`src/rtl/usbf_dma_pkg.sv`:
```
// Shared definitions for the USB function core DMA arbitration logic.
// Holds the arbiter state encoding, the endpoint index width and a one-hot helper.
package usbf_dma_pkg;

  localparam int unsigned EP_W   = 4;
  localparam int unsigned MAX_EP = 16;

  typedef enum logic [1:0] {
    StIdle  = 2'd0,
    StGrant = 2'd1,
    StHold  = 2'd2
  } dma_state_e;

  function automatic logic [MAX_EP-1:0] ep_onehot(input logic [EP_W-1:0] ep);
    return MAX_EP'(1) << ep;
  endfunction

endpackage

```
`src/rtl/usbf_rr_pick.sv`:
```
// Rotating-priority encoder: returns the first set bit of vec_i searching upward
// from last_i+1 (modulo N). Purely combinational.
module usbf_rr_pick
  import usbf_dma_pkg::*;
#(
  parameter int unsigned N = 16
) (
  input  logic [N-1:0]    vec_i,
  input  logic [EP_W-1:0] last_i,
  output logic            valid_o,
  output logic [EP_W-1:0] idx_o
);

  int unsigned  pos;
  logic [N-1:0] rot;

  always_comb begin
    valid_o = |vec_i;
    idx_o   = '0;
    pos     = 0;
    rot     = '0;
    // Walk from the farthest candidate to the nearest so the nearest set bit wins.
    for (int unsigned off = N; off >= 1; off--) begin
      pos = (int'(last_i) + off) % N;
      rot = vec_i >> pos;
      if (rot[0]) begin
        idx_o = EP_W'(pos);
      end
    end
  end

endmodule

```
`src/rtl/usbf_dma_arb.sv`:
```
// Round-robin arbiter between per-endpoint DMA requests and the single external
// DMA channel, with a watchdog that aborts grants the external side never acks.
module usbf_dma_arb
  import usbf_dma_pkg::*;
#(
  parameter int unsigned NUM_EP = 16,
  parameter int unsigned TO_CYC = 255
) (
  input  logic              clk,
  input  logic              rst,
  input  logic [NUM_EP-1:0] ep_dma_req,
  output logic [NUM_EP-1:0] ep_dma_ack,
  input  logic [NUM_EP-1:0] ep_en,
  output logic              dma_req_o,
  output logic [EP_W-1:0]   dma_ep_o,
  input  logic              dma_ack_i,
  output logic              to_err,
  input  logic              to_clr,
  output logic              busy
);

  localparam int unsigned     WD_W    = $clog2(TO_CYC + 1);
  localparam logic [WD_W-1:0] WD_LAST = WD_W'(TO_CYC - 1);

  dma_state_e        state_q, state_d;
  logic [EP_W-1:0]   cur_ep_q, cur_ep_d;
  logic [EP_W-1:0]   last_ep_q, last_ep_d;
  logic [WD_W-1:0]   wd_q, wd_d;
  logic              req_q, req_d;
  logic [EP_W-1:0]   ep_q, ep_d;
  logic [NUM_EP-1:0] ack_q, ack_d;
  logic              err_q, err_d;
  logic              busy_q, busy_d;

  logic [NUM_EP-1:0] eligible;
  logic [NUM_EP-1:0] live_vec;
  logic              live;
  logic              err_set;
  logic              pick_valid;
  logic [EP_W-1:0]   pick_idx;

  assign eligible = ep_dma_req & ep_en;
  // The granted endpoint is still live only while both its request and enable hold.
  assign live_vec = eligible >> cur_ep_q;
  assign live     = live_vec[0];

  usbf_rr_pick #(
    .N (NUM_EP)
  ) u_pick (
    .vec_i   (eligible),
    .last_i  (last_ep_q),
    .valid_o (pick_valid),
    .idx_o   (pick_idx)
  );

  always_comb begin
    state_d   = state_q;
    cur_ep_d  = cur_ep_q;
    last_ep_d = last_ep_q;
    wd_d      = wd_q;
    ack_d     = '0;
    err_set   = 1'b0;

    unique case (state_q)
      StIdle: begin
        if (pick_valid) begin
          cur_ep_d  = pick_idx;
          last_ep_d = pick_idx;
          wd_d      = '0;
          state_d   = StGrant;
        end
      end
      StGrant: begin
        if (dma_ack_i) begin
          ack_d   = NUM_EP'(ep_onehot(cur_ep_q));
          state_d = StHold;
        end else if (!live) begin
          state_d = StHold;
        end else if (wd_q == WD_LAST) begin
          err_set = 1'b1;
          state_d = StHold;
        end else if (wd_q != '1) begin
          wd_d = wd_q + 1'b1;
        end
      end
      StHold: begin
        state_d = StIdle;
      end
      default: begin
        state_d = StIdle;
      end
    endcase

    err_d  = err_set ? 1'b1 : (to_clr ? 1'b0 : err_q);
    req_d  = (state_d == StGrant);
    ep_d   = req_d ? cur_ep_d : '0;
    busy_d = (state_d != StIdle);
  end

  always_ff @(posedge clk or negedge rst) begin
    if (!rst) begin
      state_q   <= StIdle;
      cur_ep_q  <= '0;
      last_ep_q <= EP_W'(NUM_EP - 1);
      wd_q      <= '0;
      req_q     <= 1'b0;
      ep_q      <= '0;
      ack_q     <= '0;
      err_q     <= 1'b0;
      busy_q    <= 1'b0;
    end else begin
      state_q   <= state_d;
      cur_ep_q  <= cur_ep_d;
      last_ep_q <= last_ep_d;
      wd_q      <= wd_d;
      req_q     <= req_d;
      ep_q      <= ep_d;
      ack_q     <= ack_d;
      err_q     <= err_d;
      busy_q    <= busy_d;
    end
  end

  assign dma_req_o  = req_q;
  assign dma_ep_o   = ep_q;
  assign ep_dma_ack = ack_q;
  assign to_err     = err_q;
  assign busy       = busy_q;

endmodule

```
`config.mk`:
```
export PLATFORM = sky130hd
export DESIGN_NAME = usbf_dma_arb
export DESIGN_NICKNAME = d
export VERILOG_FILES = /design/src/rtl/usbf_dma_pkg.sv /design/src/rtl/usbf_rr_pick.sv /design/src/rtl/usbf_dma_arb.sv
export SDC_FILE = /design/constraint.sdc
export NUM_CORES = 1
export LEC_CHECK = 0
export CAP_MARGIN = 5
export CORE_MARGIN = 4
export CORE_UTILIZATION = 45
export DETAILED_ROUTE_END_ITERATION = 8
export PLACE_DENSITY = 0.66
export SYNTH_ARGS = -nofsm -noshare
export SYNTH_HDL_FRONTEND = slang
export SYNTH_SLANG_ARGS = --single-unit
```
`constraint.sdc`:
```
create_clock -name clk -period 4.24 [get_ports clk]
set_input_delay 0.636 -clock clk [delete_from_list [all_inputs] [get_ports clk]]
set_output_delay 0.636 -clock clk [all_outputs]
set_load 0.05 [all_outputs]
```
==> impl_metrics.csv, run 1 <==
group,metric,value,unit
run_status,run_status,"finished clean",
global_routing,first_global_vias,3971,
synthesis,synth_top_flop_cell,"dfrtp_1",
synthesis,synth_top_family_by_area,"simple AND/OR/NAND/NOR gates",
cts,cts.reportedPaths.clkPinSlew,80,ps
setup_path,cp_common_cell,"o21ai_1",
floorplanning,num_rows,34,
sta,final.setup_skew,11.5,ps
routing,drt-initial-drc-count,571,
synthesis,synth-edff-count,0,
sta,timing.final.crit_share,86.9,%
routing,dr_total_vias,4146,
synthesis,yosys.area.top_type,"dfrtp_1",
sta,max_freq,272,MHz
setup_path,timing.setup.critical_path_class,"flop to flop",
place,final_wtd_congestion,1.02,
global_routing,initial_antenna_violation_count,0,
setup_path,crit_required,4420,ps
cts,cts-htree-levels,2,
layout,area_growth_from_synthesis_to_layout,18.6,%
setup_path,crit_path_cell_trace,"buf_4 -> ha_1 -> xnor2_1 -> mux4_2 -> o22ai_1 -> nor2_1 -> a21oi_1 -> or3_1 -> o21ai_1 -> o21ai_1 -> a2111oi_2",
synthesis,post_synthesis_mux_area_share,22.1,%
worst_hold_path,timing.hold.worst.class,"primary input to async pin",
setup_path,path_max_fanout,18,
synthesis,async_reset_ff_share,100,%
cts,cts-root-buf,"clkbuf_8",
synthesis,syn-cell-area,0.00414,mm2
place,place.port_buffers,58,
sta,slew_viol_final,0,
routing,routed_wl_per_cell,21.5,um
cts,clock_path_buffers,2,
synthesis,synth.top_cells.by_area,"dfrtp_1 (22%), mux4_2 (16%), nand2_1 (4.5%)",
synthesis,syn_inst,458,
floorplanning,die_area,0.0108,mm2
cts,tritoncts,"built",
synthesis,yosysWarningCount,0,
synthesis,yosysSeqAreaShare,24.9,%
routing,remaining_drc_errors,0,
global_routing,largest_net_degree_at_the_start_of_global_routing,42,
floorplanning,die_x,104,um
sta,fin_setup_tns,0,ps
setup_path,timing.critical_path.slowest_cell_delay,690,ps
setup_path,worst-endpoint-arrival,3860,ps
layout,finish.net_count,555,
flow_run,maxCapViolations,0,
routing,routed_via_density,6.70,
layout,seqCellArea,0.00103,mm2
setup_path,critical-path-slowest-cell,"dfstp_2",
layout,area_taken_by_multi_input_logic_gates,0.00294,mm2
place,dp_hpwl,10200,um
global_routing,grt_usage,23.9,%
synthesis,synth_compound_area_share,18.9,%
routing,detail_route.wirelength,13300,um
routing,antenna_left,0,
cts,cts.sink_count,41,
sta,setup_viol_count_final,0,
synthesis,synthTopCellsByCount,"nand2_1 (50), nor2_1 (47), dfrtp_1 (37), mux4_2 (29), o21ai_0 (18)",
global_routing,grt_remaining_overflow,0,
floorplanning,ios,59,
synthesis,synthAdderAreaFrac,2.72,%
floorplanning,floorplan.core_area,0.00885,mm2
synthesis,synth_xor_xnor_area_share,5.07,%
floorplanning,initial_utilization,46.8,%
layout,diodes,0,
synthesis,post-synth-top-count-cell,"nand2_1",
cts,cts_inserted_buffers,5,
setup_path,setup.worst_path.start_class,"flop",
synthesis,distinct_cell_type_count_after_synthesis,71,
cts,clkLatencyLatePin,290,ps
synthesis,ys_ff_latch,41,
synthesis,synth_largest_type_area_fraction,22.3,%
sta,rsz0062_at_grt,"no",
setup_path,worst_setup_path_end_kind,"flop",
layout,final_layout_size_suffix_gt1_share,14.5,%
sta,timing_hold_violations_final,0,
synthesis,synth_simple_gate_area_share,22.1,%
cts,number_of_hold_buffers_added_after_cts,0,
global_routing,first_pass_grt_wire_length,21300,um
floorplanning,die_h,104,um
synthesis,mappedNetlistNets,503,
synthesis,postSynthAreaPerCell,9.05,um2
sta,fin_crit,3680,ps
routing,dr.pass1.iters,5,
sta,worst_tran_pin_value,892,ps
cts,cts_repair_resize_count,0,
cts,post_cts_buffers,0,
sta,worst_slew_margin_rel,40.5,%
layout,num-fill-cells,810,
==> state kept, by name, summed over array words and instances (netlist names) <==
signal      count
last_ep_q       4
dma_ep_o        4
wd_q            8
state_q         2
busy            1
dma_req_o       1
cur_ep_q        4
to_err          1
ep_dma_ack     16
==> worst max-delay path: cells and delay by family, from the launching register on <==
family / cells / cell delay (ps)
xor gates and xnor gates: 1 / 410
and+or+nand+nor: 2 / 620
AOI/OAI and AO/OA: 5 / 830
adders and majority gates: 1 / 320
buffers and inverters: 1 / 330
DFF: 1 / 690
muxes: 1 / 350
==> per-stage QoR <==
step                utilization, %  hold slack, ps  std cells  setup WS (ps)  area [um2]
floorplan                        -             340        458            926        4140
global placement              54.4             519        611            539        4810
detailed placement            54.4             530        611            642        4810
CTS                           55.5             504        619            607        4910
global route                  55.5             531        619            366        4910
finish                        55.5             463        619            557        4910
==> cells in the final DEF (no fill, tap or decap), types with 10 or more instances in the layout <==
cell type        netlist  final
a211oi_1              10     10
a21oi_1               11     11
and2_1                10     10
buf_4                  4     10
clkdlybuf4s50_1        0     57
dfrtp_1               37     37
mux2i_1               16     16
mux4_2                29     29
nand2_1               50     50
nand2b_1              10     10
nand3_1               16     16
nand4_1               14     14
nor2_1                47     47
nor3_1                14     14
o21ai_0               18     18
o22ai_1               11     11
xnor2_1               10     10
==> final cells by class <==
class / count / share of cell area [%]
Multi-Input combinational cell: 380 / 59.8
Sequential cell: 41 / 21.0
Timing Repair Buffer: 68 / 13.2
Tap cell: 108 / 2.75
Clock buffer: 7 / 1.96
Inverter: 14 / 1.12
Clock inverter: 1 / 0.102
==> metal layers <==
layer / vias to the layer above / track usage (%) / share of wire [%]
met5: - / 0 / 0
met4: 0 / 6.36 / 2.9
met3: 49 / 5.03 / 9.9
met2: 240 / 36.2 / 45
met1: 2001 / 34.7 / 43
li1: 1856 / - / -
==> final timing paths <==
kind	from	endpoint	slack, ps	depth (start not counted)
setup / recovery	last_ep_q[1]	dma_ep_o[0]	560	11
hold / removal	rst	ep_dma_ack[9]	460	1
setup reg to reg	last_ep_q[1]	dma_ep_o[0]	560	11
hold reg to reg	wd_q[6]	wd_q[6]	550	2
max in group asynchronous	rst	dma_ep_o[0]	3210	1
min in group clk	wd_q[6]	wd_q[6]	550	2
==> logic make-up (layout without fill, tap and decap cells) <==
group           after synthesis  count (layout)
compound gates              109             109
xor+xnor                     21              21
fa+ha+maj                     9               9
buf+inv                      37              90
flops                        41              41
mux                          54              54
simple gates                187             187
Power of run 1 is left out: the tool's default activity adds up to more than one toggle a clock period on the data nets, which glitch-free logic cannot reach.
==> run 2, diff against run 1 <==
clock period = 4.1 ns   (was 4.24 ns; I/O delays follow)
==> impl_metrics.csv, run 2 (synthesis results as in run 1) <==
group,metric,value,unit
run_status,run_status,"finished clean",
setup_path,timing.setup.critical_path_class,"flop to flop",
routing,dr_total_vias,4121,
layout,final_cell_mix,"clkdlybuf4s50_1 (57), nand2_1 (50), nor2_1 (47)",
cts,number_of_hold_buffers_added_after_cts,0,
floorplanning,floorplan.core_area,0.00885,mm2
sta,worst_slew_margin_rel,40.9,%
sta,final.setup_skew,6.21,ps
setup_path,critical-path-slowest-cell,"xnor2_2",
global_routing,first_global_vias,3908,
routing,routed_wl_per_cell,21.3,um
place,dp_hpwl,10400,um
sta,setup_viol_count_final,0,
cts,clkLatencyLatePin,290,ps
sta,rsz0062_at_grt,"no",
sta,worst_tran_pin_value,887,ps
setup_path,crit_path_cell_trace,"ha_1 -> xnor2_2 -> mux4_2 -> mux2i_1 -> mux2i_1 -> nor2_1 -> o221ai_1 -> a211o_1 -> o21ai_1 -> a31o_1",
floorplanning,ios,59,
floorplanning,num_rows,34,
setup_path,path_max_fanout,9,
cts,cts_inserted_buffers,5,
layout,utilization,56.0,%
flow_run,maxCapViolations,0,
global_routing,largest_net_degree_at_the_start_of_global_routing,42,
routing,dr.pass1.iters,5,
setup_path,cp_common_cell,"mux2i_1",
layout,finish.net_count,560,
sta,timing.final.crit_share,87.7,%
cts,cts-htree-levels,2,
place,final_wtd_congestion,0.969,
global_routing,grt_remaining_overflow,0,
worst_hold_path,timing.hold.worst.class,"primary input to async pin",
routing,drt-initial-drc-count,374,
layout,largest_register_ffs,16,
setup_path,setup.worst_path.start_class,"flop",
sta,fin_crit,3600,ps
setup_path,timing.critical_path.slowest_cell_delay,570,ps
routing,remaining_drc_errors,0,
layout,diodes,0,
layout,area_growth_from_synthesis_to_layout,19.5,%
cts,cts.sink_count,41,
cts,cts_repair_resize_count,0,
floorplanning,die_h,104,um
routing,antenna_left,0,
place,place.port_buffers,58,
floorplanning,initial_utilization,46.8,%
sta,slew_viol_final,0,
sta,timing_hold_violations_final,0,
routing,routed_via_density,6.61,
setup_path,worst-endpoint-arrival,3830,ps
global_routing,grt_usage,24.3,%
cts,cts.reportedPaths.clkPinSlew,80,ps
global_routing,initial_antenna_violation_count,0,
sta,max_freq,278,MHz
layout,final_layout_size_suffix_gt1_share,15.1,%
floorplanning,die_x,104,um
setup_path,worst_setup_path_end_kind,"flop",
cts,post_cts_buffers,0,
setup_path,crit_required,4330,ps
floorplanning,die_area,0.0108,mm2
global_routing,first_pass_grt_wire_length,21100,um
sta,fin_setup_tns,0,ps
cts,tritoncts,"built",
cts,clock_path_buffers,2,
routing,detail_route.wirelength,13200,um
layout,mostFrequentLayoutCell,"clkdlybuf4s50_1",
cts,cts-root-buf,"clkbuf_8",
-- run 2: cell count changes in the layout (fill, tap and decap cells not counted), sizes merged --
cell	delta
buf	+5
bufinv	+1
clkbuf	-2
-- run 2: layout make-up --
type / instances / area, um2
Fill cell: 815 / 3890
Multi-Input combinational cell: 380 / 2940
Sequential cell: 41 / 1030
Tap cell: 108 / 135
Clock buffer: 5 / 68.8
Clock inverter: 2 / 35.0
Timing Repair Buffer: 73 / 688
Inverter: 14 / 55.1
-- run 2: critical path, delay by kind of cell (launching register included) --
family | cells | cell delay (ps)
AO/OA/AOI/OAI | 4 | 940
AND/OR/NAND/NOR | 1 | 270
flip-flops | 1 | 400
multiplexers | 3 | 1060
adder cells (fa/ha/maj) | 1 | 290
XOR/XNOR | 1 | 570
-- run 2: per-layer routing --
metal	GRT usage, %	routed length [um]	vias up
li1	-	-	1871
met1	34.6	5680	2013
met2	37.9	6060	217
met3	5.03	1300	20
met4	5.79	206	0
met5	0	0	-
-- run 2: path summary, 6_finish.rpt --
path                              start        endpoint  slack (ps)  cells after the start
setup / recovery           last_ep_q[0]     dma_ep_o[2]         500                     10
hold / removal                      rst   ep_dma_ack[2]         450                      1
setup reg to reg           last_ep_q[0]     dma_ep_o[2]         500                     10
hold reg to reg                  to_err          to_err         530                      2
max in group asynchronous           rst  ep_dma_ack[13]        3100                      1
min in group clk                 to_err          to_err         530                      2
-- run 2: through the flow --
stage                     cell area (um2)  hold slack [ps]  setup WS [ps]  instances
final                                4950              447            505        623
after global routing                 4950              503            228        623
after CTS                            4950              477            523        623
after detailed placement             4850              526            507        616
after global placement               4850              521            490        616
after floorplan                      4140              319            786        458
Power of run 2 is left out for the same reason.
==> run 3, diff against run 2 <==
--- a/config.mk
+++ b/config.mk
@@ -10,4 +10,5 @@
 export CORE_UTILIZATION = 45
 export DETAILED_ROUTE_END_ITERATION = 8
+export MAX_ROUTING_LAYER = met4
 export PLACE_DENSITY = 0.66
 export SYNTH_ARGS = -nofsm -noshare
==> constraint.sdc (replaced) <==
create_clock -name clk -period 4.1 [get_ports clk]
set_input_delay 0.615 -clock clk [delete_from_list [all_inputs] [get_ports clk]]
set_output_delay 0.615 -clock clk [all_outputs]
set_load 0.01 [all_outputs]
==> impl_metrics.csv, run 3 (synthesis results as in run 1) <==
group,metric,value,unit
cts,clkLatencyLatePin,290,ps
routing,routedLengthMet1,5820,um
sta,holdWs,444,ps
global_routing,first_global_vias,3853,
sta,timing.final.crit_share,92.3,%
sta,setup_viol_count_final,0,
setup_path,worst_setup_path_end_kind,"flop",
routing,dr_wl_met2,5850,um
floorplanning,die_area,0.0108,mm2
global_routing,initial_antenna_violation_count,0,
setup_path,worst-endpoint-arrival,4020,ps
cts,number_of_hold_buffers_added_after_cts,0,
layout,mostFrequentLayoutCell,"clkdlybuf4s50_1",
cts,cts-htree-levels,2,
layout,largest_register_ffs,16,
global_routing,grt_remaining_overflow,0,
floorplanning,num_rows,34,
setup_path,timing.setup.critical_path_class,"flop to flop",
routing,detail_route.wirelength,13200,um
sta,slew_viol_final,0,
setup_path,reg_to_reg_slack_setup,310,ps
routing,highest_layer,"met4",
layout,utilization,56.1,%
global_routing,largest_net_degree_at_the_start_of_global_routing,42,
setup_path,setup.worst_path.start_class,"flop",
place,final_wtd_congestion,1.02,
flow_run,maxCapViolations,0,
sta,worst_slew_margin_rel,40.3,%
cts,cts.sink_count,41,
routing,routed_via_density,6.55,
layout,final_cell_mix,"clkdlybuf4s50_1 (57), nand2_1 (50), nor2_1 (47)",
sta,rsz0062_at_grt,"no",
global_routing,first_pass_grt_wire_length,21000,um
layout,diodes,0,
cts,clock_path_buffers,2,
cts,cts-root-buf,"clkbuf_8",
place,place.port_buffers,58,
routing,dr_total_vias,4080,
routing,routed_wl_per_cell,21.1,um
routing,antenna_left,0,
worst_hold_path,timing.hold.worst.class,"primary input to async pin",
floorplanning,die_h,104,um
sta,worst_tran_pin_value,895,ps
sta,max_freq,264,MHz
floorplanning,ios,59,
floorplanning,floorplan.core_area,0.00885,mm2
sta,fin_setup_tns,0,ps
sta,fin_crit,3790,ps
cts,cts_inserted_buffers,5,
run_status,run_status,"finished clean",
layout,final_layout_size_suffix_gt1_share,15.1,%
cts,cts_repair_resize_count,0,
routing,remaining_drc_errors,0,
sta,timing_hold_violations_final,0,
place,dp_hpwl,10400,um
global_routing,grt_usage,24.7,%
setup_path,crit_required,4340,ps
cts,post_cts_buffers,0,
routing,route.met3.wl,1170,um
layout,finish.net_count,559,
routing,drt-initial-drc-count,396,
routing,dr.pass1.iters,5,
sta,final.setup_skew,6.64,ps
cts,cts.reportedPaths.clkPinSlew,80,ps
cts,tritoncts,"built",
setup_path,path_max_fanout,12,
floorplanning,die_x,104,um
floorplanning,initial_utilization,46.8,%
layout,area_growth_from_synthesis_to_layout,19.7,%
==> run 3: cell types whose count changed in the layout (fill, tap and decap cells not counted) <==
cell        change
clkinvlp_4      +1
clkbuf_8        +1
clkinv_2        -1
buf_4           -1
==> run 3: per-layer routing <==
metal,GRT usage [%],vias up
li1,-,1874
met1,34.8,1980
met2,35.6,199
met3,5.52,27
met4,6.93,0
met5,-,-
==> run 3: worst max-delay path, cell delays in order, from the launching register on <==
cell     delay [ps]
dfstp_2         670
inv_2           190
ha_1            310
xnor2_4         380
mux4_2          360
mux2i_1         350
mux2i_1         290
o32ai_1         290
o21ai_1         160
a211o_1         330
o21ai_1         260
a31o_1          140
==> run 3: final cells by class <==
class                      count  area, um2
sequential                    41       1030
timing repair buffer          72        681
fill                         796       3890
inverter                      14       55.1
multi-input combinational    380       2940
clock inverter                 2       37.5
tap                          108        135
clock buffer                   6       82.6
==> run 3: worst paths after layout <==
kind | start | to | depth (start not counted)
setup reg to reg | last_ep_q[1] | dma_ep_o[2] | 11
hold / removal | rst | ep_dma_ack[2] | 1
setup / recovery | last_ep_q[1] | dma_ep_o[2] | 11
min in group clk | wd_q[4] | wd_q[4] | 2
max in group asynchronous | rst | dma_ep_o[0] | 1
hold reg to reg | wd_q[4] | wd_q[4] | 2
==> run 3: per-stage QoR <==
step	worst slack [ps]	instance area, um2	instances
5_1_grt	106	4960	623
2_1_floorplan	786	4140	458
6_report	315	4960	623
3_5_place_dp	438	4840	615
3_3_place_gp	494	4840	615
4_1_cts	403	4960	623
Power of run 3 is left out for the same reason.
